### src/rtl/arith_mult_pipe_multi_side.sv
// NB_CH-lane pipelined multiplier with per-lane mask, side data and a credit-controlled skid FIFO.
// Define ARITH_MULT_PIPE_SIGNED_EN for two's-complement operands; the default build is unsigned.
module arith_mult_pipe_multi_side #(
   parameter  int OP_A_W   = 16,
   parameter  int OP_B_W   = 16,
   parameter  int NB_CH    = 4,
   parameter  int MULT_LAT = 3,
   parameter  int SIDE_W   = 0,
   parameter  int RST_SIDE = 0,
   localparam int DEPTH    = MULT_LAT + 2,
   localparam int Z_W      = OP_A_W + OP_B_W,
   localparam int SW       = (SIDE_W > 0) ? SIDE_W : 1,
   localparam int OCC_W    = $clog2(DEPTH + 1)
) (
   input  logic                    clk,
   input  logic                    s_rst_n,
   input  logic [NB_CH*OP_A_W-1:0] in_a,
   input  logic [NB_CH*OP_B_W-1:0] in_b,
   input  logic [NB_CH-1:0]        in_mask,
   input  logic [SW-1:0]           in_side,
   input  logic                    in_vld,
   output logic                    in_rdy,
   output logic [NB_CH*Z_W-1:0]    out_z,
   output logic [SW-1:0]           out_side,
   output logic                    out_vld,
   input  logic                    out_rdy,
   output logic [OCC_W-1:0]        occ
);

   localparam int PW = (DEPTH > 1) ? $clog2(DEPTH) : 1;
   localparam logic [SW-1:0] SIDE_RST = ((RST_SIDE & 1) != 0) ? '0 : '1;

   logic                    accept;
   logic                    pop;
   logic                    wr_en;
   logic [NB_CH*Z_W-1:0]    wr_data;

   logic                    rst_done_q;
   logic [OCC_W-1:0]        occ_q, occ_d;
   logic [OCC_W-1:0]        cnt_q, cnt_d;
   logic [PW-1:0]           wr_ptr_q, wr_ptr_d;
   logic [PW-1:0]           rd_ptr_q, rd_ptr_d;

   logic [NB_CH*OP_A_W-1:0] a0_q;
   logic [NB_CH*OP_B_W-1:0] b0_q;
   logic [NB_CH-1:0]        m0_q;
   logic [NB_CH*Z_W-1:0]    prod_c;

   logic                    vld_q  [MULT_LAT];
   logic [SW-1:0]           side_q [MULT_LAT];

   logic [NB_CH*Z_W-1:0]    mem_z_q [DEPTH];
   logic [SW-1:0]           mem_s_q [DEPTH];

   function automatic logic [PW-1:0] ptr_inc(input logic [PW-1:0] p);
      return (p == PW'(DEPTH - 1)) ? '0 : p + PW'(1);
   endfunction

   // Handshake: a beat moves on a cycle where valid and ready are both high at the clock edge;
   // in_rdy depends only on the credit count, never on in_vld, and out_vld never waits on out_rdy.
   assign in_rdy  = rst_done_q & (occ_q < OCC_W'(DEPTH));
   assign accept  = in_vld & in_rdy;
   assign out_vld = (cnt_q != '0);
   assign pop     = out_vld & out_rdy;
   assign occ     = occ_q;
   assign wr_en   = vld_q[MULT_LAT-1];

   always_ff @(posedge clk or negedge s_rst_n) begin
      if (!s_rst_n) begin
         rst_done_q <= 1'b0;
      end else begin
         rst_done_q <= 1'b1;
      end
   end

   // Operand capture; data is never reset, the valid pipe alone qualifies it.
   always_ff @(posedge clk) begin
      a0_q <= in_a;
      b0_q <= in_b;
      m0_q <= in_mask;
   end

   always_comb begin
      prod_c = '0;
      for (int i = 0; i < NB_CH; i++) begin
         if (m0_q[i]) begin
`ifdef ARITH_MULT_PIPE_SIGNED_EN
            prod_c[i*Z_W +: Z_W] =
               {{OP_B_W{a0_q[i*OP_A_W+OP_A_W-1]}}, a0_q[i*OP_A_W +: OP_A_W]} *
               {{OP_A_W{b0_q[i*OP_B_W+OP_B_W-1]}}, b0_q[i*OP_B_W +: OP_B_W]};
`else
            prod_c[i*Z_W +: Z_W] =
               {{OP_B_W{1'b0}}, a0_q[i*OP_A_W +: OP_A_W]} *
               {{OP_A_W{1'b0}}, b0_q[i*OP_B_W +: OP_B_W]};
`endif
         end
      end
   end

   // The FIFO write counts as the last of the MULT_LAT stages, giving MULT_LAT+1 cycles end to end.
   generate
      if (MULT_LAT == 1) begin : g_lat1
         assign wr_data = prod_c;
      end else begin : g_latn
         logic [NB_CH*Z_W-1:0] dp_q [1:MULT_LAT-1];
         always_ff @(posedge clk) begin
            dp_q[1] <= prod_c;
            for (int k = 2; k < MULT_LAT; k++) begin
               dp_q[k] <= dp_q[k-1];
            end
         end
         assign wr_data = dp_q[MULT_LAT-1];
      end
   endgenerate

   always_ff @(posedge clk or negedge s_rst_n) begin
      if (!s_rst_n) begin
         for (int k = 0; k < MULT_LAT; k++) begin
            vld_q[k] <= 1'b0;
         end
      end else begin
         vld_q[0] <= accept;
         for (int k = 1; k < MULT_LAT; k++) begin
            vld_q[k] <= vld_q[k-1];
         end
      end
   end

   generate
      if (RST_SIDE != 0) begin : g_side_rst
         always_ff @(posedge clk or negedge s_rst_n) begin
            if (!s_rst_n) begin
               for (int k = 0; k < MULT_LAT; k++) begin
                  side_q[k] <= SIDE_RST;
               end
            end else begin
               side_q[0] <= in_side;
               for (int k = 1; k < MULT_LAT; k++) begin
                  side_q[k] <= side_q[k-1];
               end
            end
         end
      end else begin : g_side_nrst
         always_ff @(posedge clk) begin
            side_q[0] <= in_side;
            for (int k = 1; k < MULT_LAT; k++) begin
               side_q[k] <= side_q[k-1];
            end
         end
      end
   endgenerate

   always_comb begin
      occ_d    = occ_q;
      cnt_d    = cnt_q;
      wr_ptr_d = wr_ptr_q;
      rd_ptr_d = rd_ptr_q;
      if (accept && !pop) begin
         occ_d = occ_q + OCC_W'(1);
      end else if (!accept && pop) begin
         occ_d = occ_q - OCC_W'(1);
      end
      if (wr_en && !pop) begin
         cnt_d = cnt_q + OCC_W'(1);
      end else if (!wr_en && pop) begin
         cnt_d = cnt_q - OCC_W'(1);
      end
      if (wr_en) begin
         wr_ptr_d = ptr_inc(wr_ptr_q);
      end
      if (pop) begin
         rd_ptr_d = ptr_inc(rd_ptr_q);
      end
   end

   always_ff @(posedge clk or negedge s_rst_n) begin
      if (!s_rst_n) begin
         occ_q    <= '0;
         cnt_q    <= '0;
         wr_ptr_q <= '0;
         rd_ptr_q <= '0;
      end else begin
         // Credits bound everything in flight, so a write can never land on a full FIFO.
         if (wr_en) begin
            assert (cnt_q < OCC_W'(DEPTH));
         end
         occ_q    <= occ_d;
         cnt_q    <= cnt_d;
         wr_ptr_q <= wr_ptr_d;
         rd_ptr_q <= rd_ptr_d;
      end
   end

   always_ff @(posedge clk) begin
      if (wr_en) begin
         mem_z_q[wr_ptr_q] <= wr_data;
         mem_s_q[wr_ptr_q] <= side_q[MULT_LAT-1];
      end
   end

   // Head slot is never the write target while occupied, so outputs hold through a stall.
   assign out_z    = out_vld ? mem_z_q[rd_ptr_q] : '0;
   assign out_side = ((SIDE_W > 0) && out_vld) ? mem_s_q[rd_ptr_q] : '0;

endmodule

### config.mk
export PLATFORM = sky130hd
export DESIGN_NAME = arith_mult_pipe_multi_side
export DESIGN_NICKNAME = d
export VERILOG_FILES = /design/src/rtl/arith_mult_pipe_multi_side.sv
export SDC_FILE = /design/constraint.sdc
export NUM_CORES = 2
export LEC_CHECK = 0
export BUFFER_PORTS_ARGS = -buffer_cell sky130_fd_sc_hd__buf_2
export CAP_MARGIN = 20
export CELL_PAD_IN_SITES_DETAIL_PLACEMENT = 0
export CELL_PAD_IN_SITES_GLOBAL_PLACEMENT = 1
export CORE_MARGIN = 4
export CORE_UTILIZATION = 53
export CTS_BUF_LIST = sky130_fd_sc_hd__clkbuf_8
export CTS_CLUSTER_SIZE = 40
export DETAILED_ROUTE_END_ITERATION = 6
export PLACE_DENSITY = 0.84
export SLEW_MARGIN = 15
export SYNTH_ARGS = -nofsm -noshare
export SYNTH_HDL_FRONTEND = slang
export SYNTH_SLANG_ARGS = --single-unit
### constraint.sdc
create_clock -name clk -period 11.1 [get_ports clk]
set_input_delay 1.665 -clock clk [delete_from_list [all_inputs] [get_ports clk]]
set_output_delay 1.665 -clock clk [all_outputs]
set_load 0.05 [all_outputs]
==> key figures <==
Run status
  – Status: finished, final reports clean

Clock network
  – TritonCTS buffer count: 167
  – Maximum clock path buffer count: 3
  – CTS H-Tree Depth: 4
  – Root Buffer Master: sky130_fd_sc_hd__clkbuf_8
  – Clk sink count: 1044
  – Register clock-pin slew on the reported worst setup and hold paths: 0.06 ns
  – Post-CTS setup repair buffer count: 0
  – Hold Buf Count CTS: 0
  – TritonCTS clock tree: yes
  – Clock latency reported for the late side of the worst-skew pair: 0.91 ns
  – CTS-repair resized insts: 0

Logic synthesis
  – Share of Yosys cell area claimed by the top area cell type: 28.55%
  – Top cell types by occurrence after synthesis: sky130_fd_sc_hd__inv_1, sky130_fd_sc_hd__fa_1, sky130_fd_sc_hd__edfxtp_1
  – Sequential cell area fraction in the yosys report: 40.69%
  – Primary FF master, synth: sky130_fd_sc_hd__edfxtp_1
  – Syn Nets: 6927
  – Flops & latches, synth: 1044
  – Netlist cell types: 77
  – Synthesized area per cell: 12.04 um2
  – Library cell with the largest summed area after synthesis: sky130_fd_sc_hd__edfxtp_1
  – Post-synthesis cell area: 67310 um2
  – Count of mapped cells out of synthesis: 5590
  – Number of enable-type register cells in the synthesized netlist: 640
  – Yosys warning count: 0
  – Cell with the most instances after synthesis: sky130_fd_sc_hd__inv_1
  – Top post-synthesis cells by area: sky130_fd_sc_hd__edfxtp_1, sky130_fd_sc_hd__fa_1, sky130_fd_sc_hd__dfxtp_1
  – Share of synthesized registers carrying an async set or reset: 1.533%

Timing
  – Hold Fails Final Rpt: 0
  – Maximum clock frequency: 143.9 MHz
  – Summed negative setup slack over all endpoints: 0 ns
  – Minimum clock period after layout: 6.947 ns
  – Final Slew Violations: 0
  – Slew Limit Headroom: 34.02%
  – Setup repair after global routing missed its margin: no
  – Measured slew at the worst slew-check pin: 0.9896 ns
  – Crit share post-route: 62.59%
  – Layout Skew: 0.06077 ns
  – Final setup violation count: 0

Global routing
  – Antenna violations before repair: 8
  – Global router's overall resource usage: 22.54%
  – Largest net degree at the start of global routing: 78
  – Wire length of the first global-routing pass: 234400 um
  – Overflow left after global routing: 0
  – Via count of the first global-routing pass: 43077

Setup path
  – FF-to-FF path depth: 19
  – Required time of the critical path: 11.85 ns
  – Critical Path End Type: register
  – Crit path arrival time: 7.70 ns
  – Classification of the worst setup path: register to register
  – Crit path launch type: register
  – Maximum fanout encountered on the critical timing path: 16

Detailed routing
  – Drt first-iter violations: 2665
  – Final wirelength: 144100 um
  – Routed vias: 40119
  – Vias per Instance: 5.255
  – Residual DRC count: 0
  – DRT Pass-1 Iters: 5
  – WL/cell: 18.87 um
  – Detail Route Antenna Nets: 0

Cells and area
  – Fill count: 10445
  – Fraction of final layout cells sized beyond drive strength 1: 11.94%
  – Final nets: 7172
  – Area taken by multi-input logic gates: 35740 um2
  – Area added between synthesis and finish: 9.406%
  – FF+latch area: 27400 um2

Die
  – Cell row count: 130
  – IO Count: 271
  – Die outline width: 364.4 um
  – Core area: 125900 um2
  – Height of the chip: 364.4 um
  – Full die area: 132800 um2
  – Initial Util: 53.47%

Placement
  – Placer congestion estimate: 0.8297
  – Port Buffer Count: 268
  – DP HPWL: 102900 um

Flow run
  – Number of max-capacitance violations reported: 0

Hold path
  – Min-Delay Path Depth: 0
  – Min-Delay Path Class: register to register
-- registers in the layout, summed over array words and instances, names as in the netlist --
name / cells
a0_q: 64
b0_q: 64
cnt_q: 3
g_latn.dp_q: 256
m0_q: 4
mem_z_q: 640
occ: 3
rd_ptr_q: 3
rst_done_q: 1
vld_q: 2
wr_en: 1
wr_ptr_q: 3
-- worst paths after layout --
path | from | end | slack, ns
worst max-delay path | a0_q[10]$_DFF_P_ | g_latn.dp_q[1][28]$_SDFF_PN0_ | 4.15
worst min-delay path | g_latn.dp_q[1][80]$_SDFF_PN0_ | g_latn.dp_q[2][80]$_DFF_P_ | 0.30
worst max register to register | a0_q[10]$_DFF_P_ | g_latn.dp_q[1][28]$_SDFF_PN0_ | 4.15
worst min register to register | g_latn.dp_q[1][80]$_SDFF_PN0_ | g_latn.dp_q[2][80]$_DFF_P_ | 0.30
max in group asynchronous | s_rst_n | rd_ptr_q[2]$_DFFE_PN0P_ | 10.09
min in group asynchronous | s_rst_n | rst_done_q$_DFF_PN0_ | 0.72
-- routing by layer --
metal	vias to the layer above	GRT usage, %	part of all wire, %
met2	1098	35.07	45
met4	6	5.889	2.0
met3	197	5.073	7.0
met5	-	0	0.025
met1	20272	32.40	46
li1	18546	-	-
-- layout by cell type, fill, tap and decap left out, types with 13 or more instances in the layout --
cell / Yosys / layout
sky130_fd_sc_hd__xor2_1: 43 / 43
sky130_fd_sc_hd__dfxtp_1: 388 / 388
sky130_fd_sc_hd__ha_1: 422 / 422
sky130_fd_sc_hd__a21oi_1: 106 / 106
sky130_fd_sc_hd__buf_2: 9 / 268
sky130_fd_sc_hd__clkinv_2: 0 / 32
sky130_fd_sc_hd__a31oi_1: 14 / 14
sky130_fd_sc_hd__nand3_1: 22 / 22
sky130_fd_sc_hd__edfxtp_1: 640 / 640
sky130_fd_sc_hd__mux4_2: 128 / 128
sky130_fd_sc_hd__inv_1: 896 / 947
sky130_fd_sc_hd__buf_4: 1 / 27
sky130_fd_sc_hd__fa_1: 778 / 778
sky130_fd_sc_hd__nor3_1: 18 / 16
sky130_fd_sc_hd__and2_1: 569 / 569
sky130_fd_sc_hd__nand4_1: 22 / 22
sky130_fd_sc_hd__o21ai_1: 18 / 18
sky130_fd_sc_hd__o21ai_0: 55 / 55
sky130_fd_sc_hd__mux2i_1: 136 / 136
sky130_fd_sc_hd__nor2b_1: 16 / 16
sky130_fd_sc_hd__nand2_1: 628 / 628
sky130_fd_sc_hd__and3_1: 28 / 24
sky130_fd_sc_hd__o21bai_1: 14 / 14
sky130_fd_sc_hd__a21o_1: 43 / 43
sky130_fd_sc_hd__dfrtp_1: 16 / 13
sky130_fd_sc_hd__nor2_1: 181 / 181
sky130_fd_sc_hd__xnor2_1: 59 / 59
sky130_fd_sc_hd__clkbuf_8: 0 / 195
-- worst max-delay path, stage by stage (launching register included) --
cell and delay (ns):
sky130_fd_sc_hd__dfxtp_1 0.92, sky130_fd_sc_hd__nand2_1 0.21, sky130_fd_sc_hd__fa_1 0.56, sky130_fd_sc_hd__fa_1 0.58
sky130_fd_sc_hd__fa_1 0.46, sky130_fd_sc_hd__fa_1 0.54, sky130_fd_sc_hd__inv_1 0.05, sky130_fd_sc_hd__fa_1 0.47
sky130_fd_sc_hd__inv_1 0.05, sky130_fd_sc_hd__fa_1 0.51, sky130_fd_sc_hd__inv_1 0.05, sky130_fd_sc_hd__ha_1 0.33
sky130_fd_sc_hd__and3_1 0.20, sky130_fd_sc_hd__and4_1 0.20, sky130_fd_sc_hd__a32oi_1 0.32, sky130_fd_sc_hd__o21ai_1 0.22
sky130_fd_sc_hd__o41ai_2 0.44, sky130_fd_sc_hd__nor3_1 0.13, sky130_fd_sc_hd__or4_1 0.40, sky130_fd_sc_hd__and3_1 0.18
-- cells by family (layout without fill, tap and decap cells) --
family / after synthesis / count (layout) / synth area share [%]
and+or+nand+nor: 1527 / 1527 / 11.18
adders and majority gates: 1200 / 1200 / 30.98
buffers and inverters: 1116 / 1506 / 6.268
DFF: 1044 / 1044 / 40.69
AOI/OAI and AO/OA: 332 / 332 / 3.195
muxes: 267 / 267 / 6.355
xor gates and xnor gates: 102 / 102 / 1.327
other: 2 / 6 / 0.01116
-- cell type report --
type	instances	share of cell area (%)
clock inverters	119	1.130
flip-flops and latches	1044	37.20
clock buffers	195	3.644
diodes	4	0.01359
well taps	1650	2.803
inverters	896	4.567
repair buffers	296	2.112
multi-input cells	3430	48.53
-- through the flow --
step	instance area, um2	setup WS [ns]	hold WS [ns]	std cells	utilization, %
after floorplan	67310	1.219	0.3096	5590	-
after global placement	70110	4.378	0.3096	7315	55.69
after detailed placement	70110	4.274	0.3121	7315	55.69
after CTS	73620	4.238	0.2919	7629	58.48
after global routing	73640	3.888	0.3093	7632	58.49
final	73640	4.153	0.3003	7634	58.50
Power is left out: the tool's default activity adds up to more than one toggle a clock period on the data nets, which glitch-free logic cannot reach.
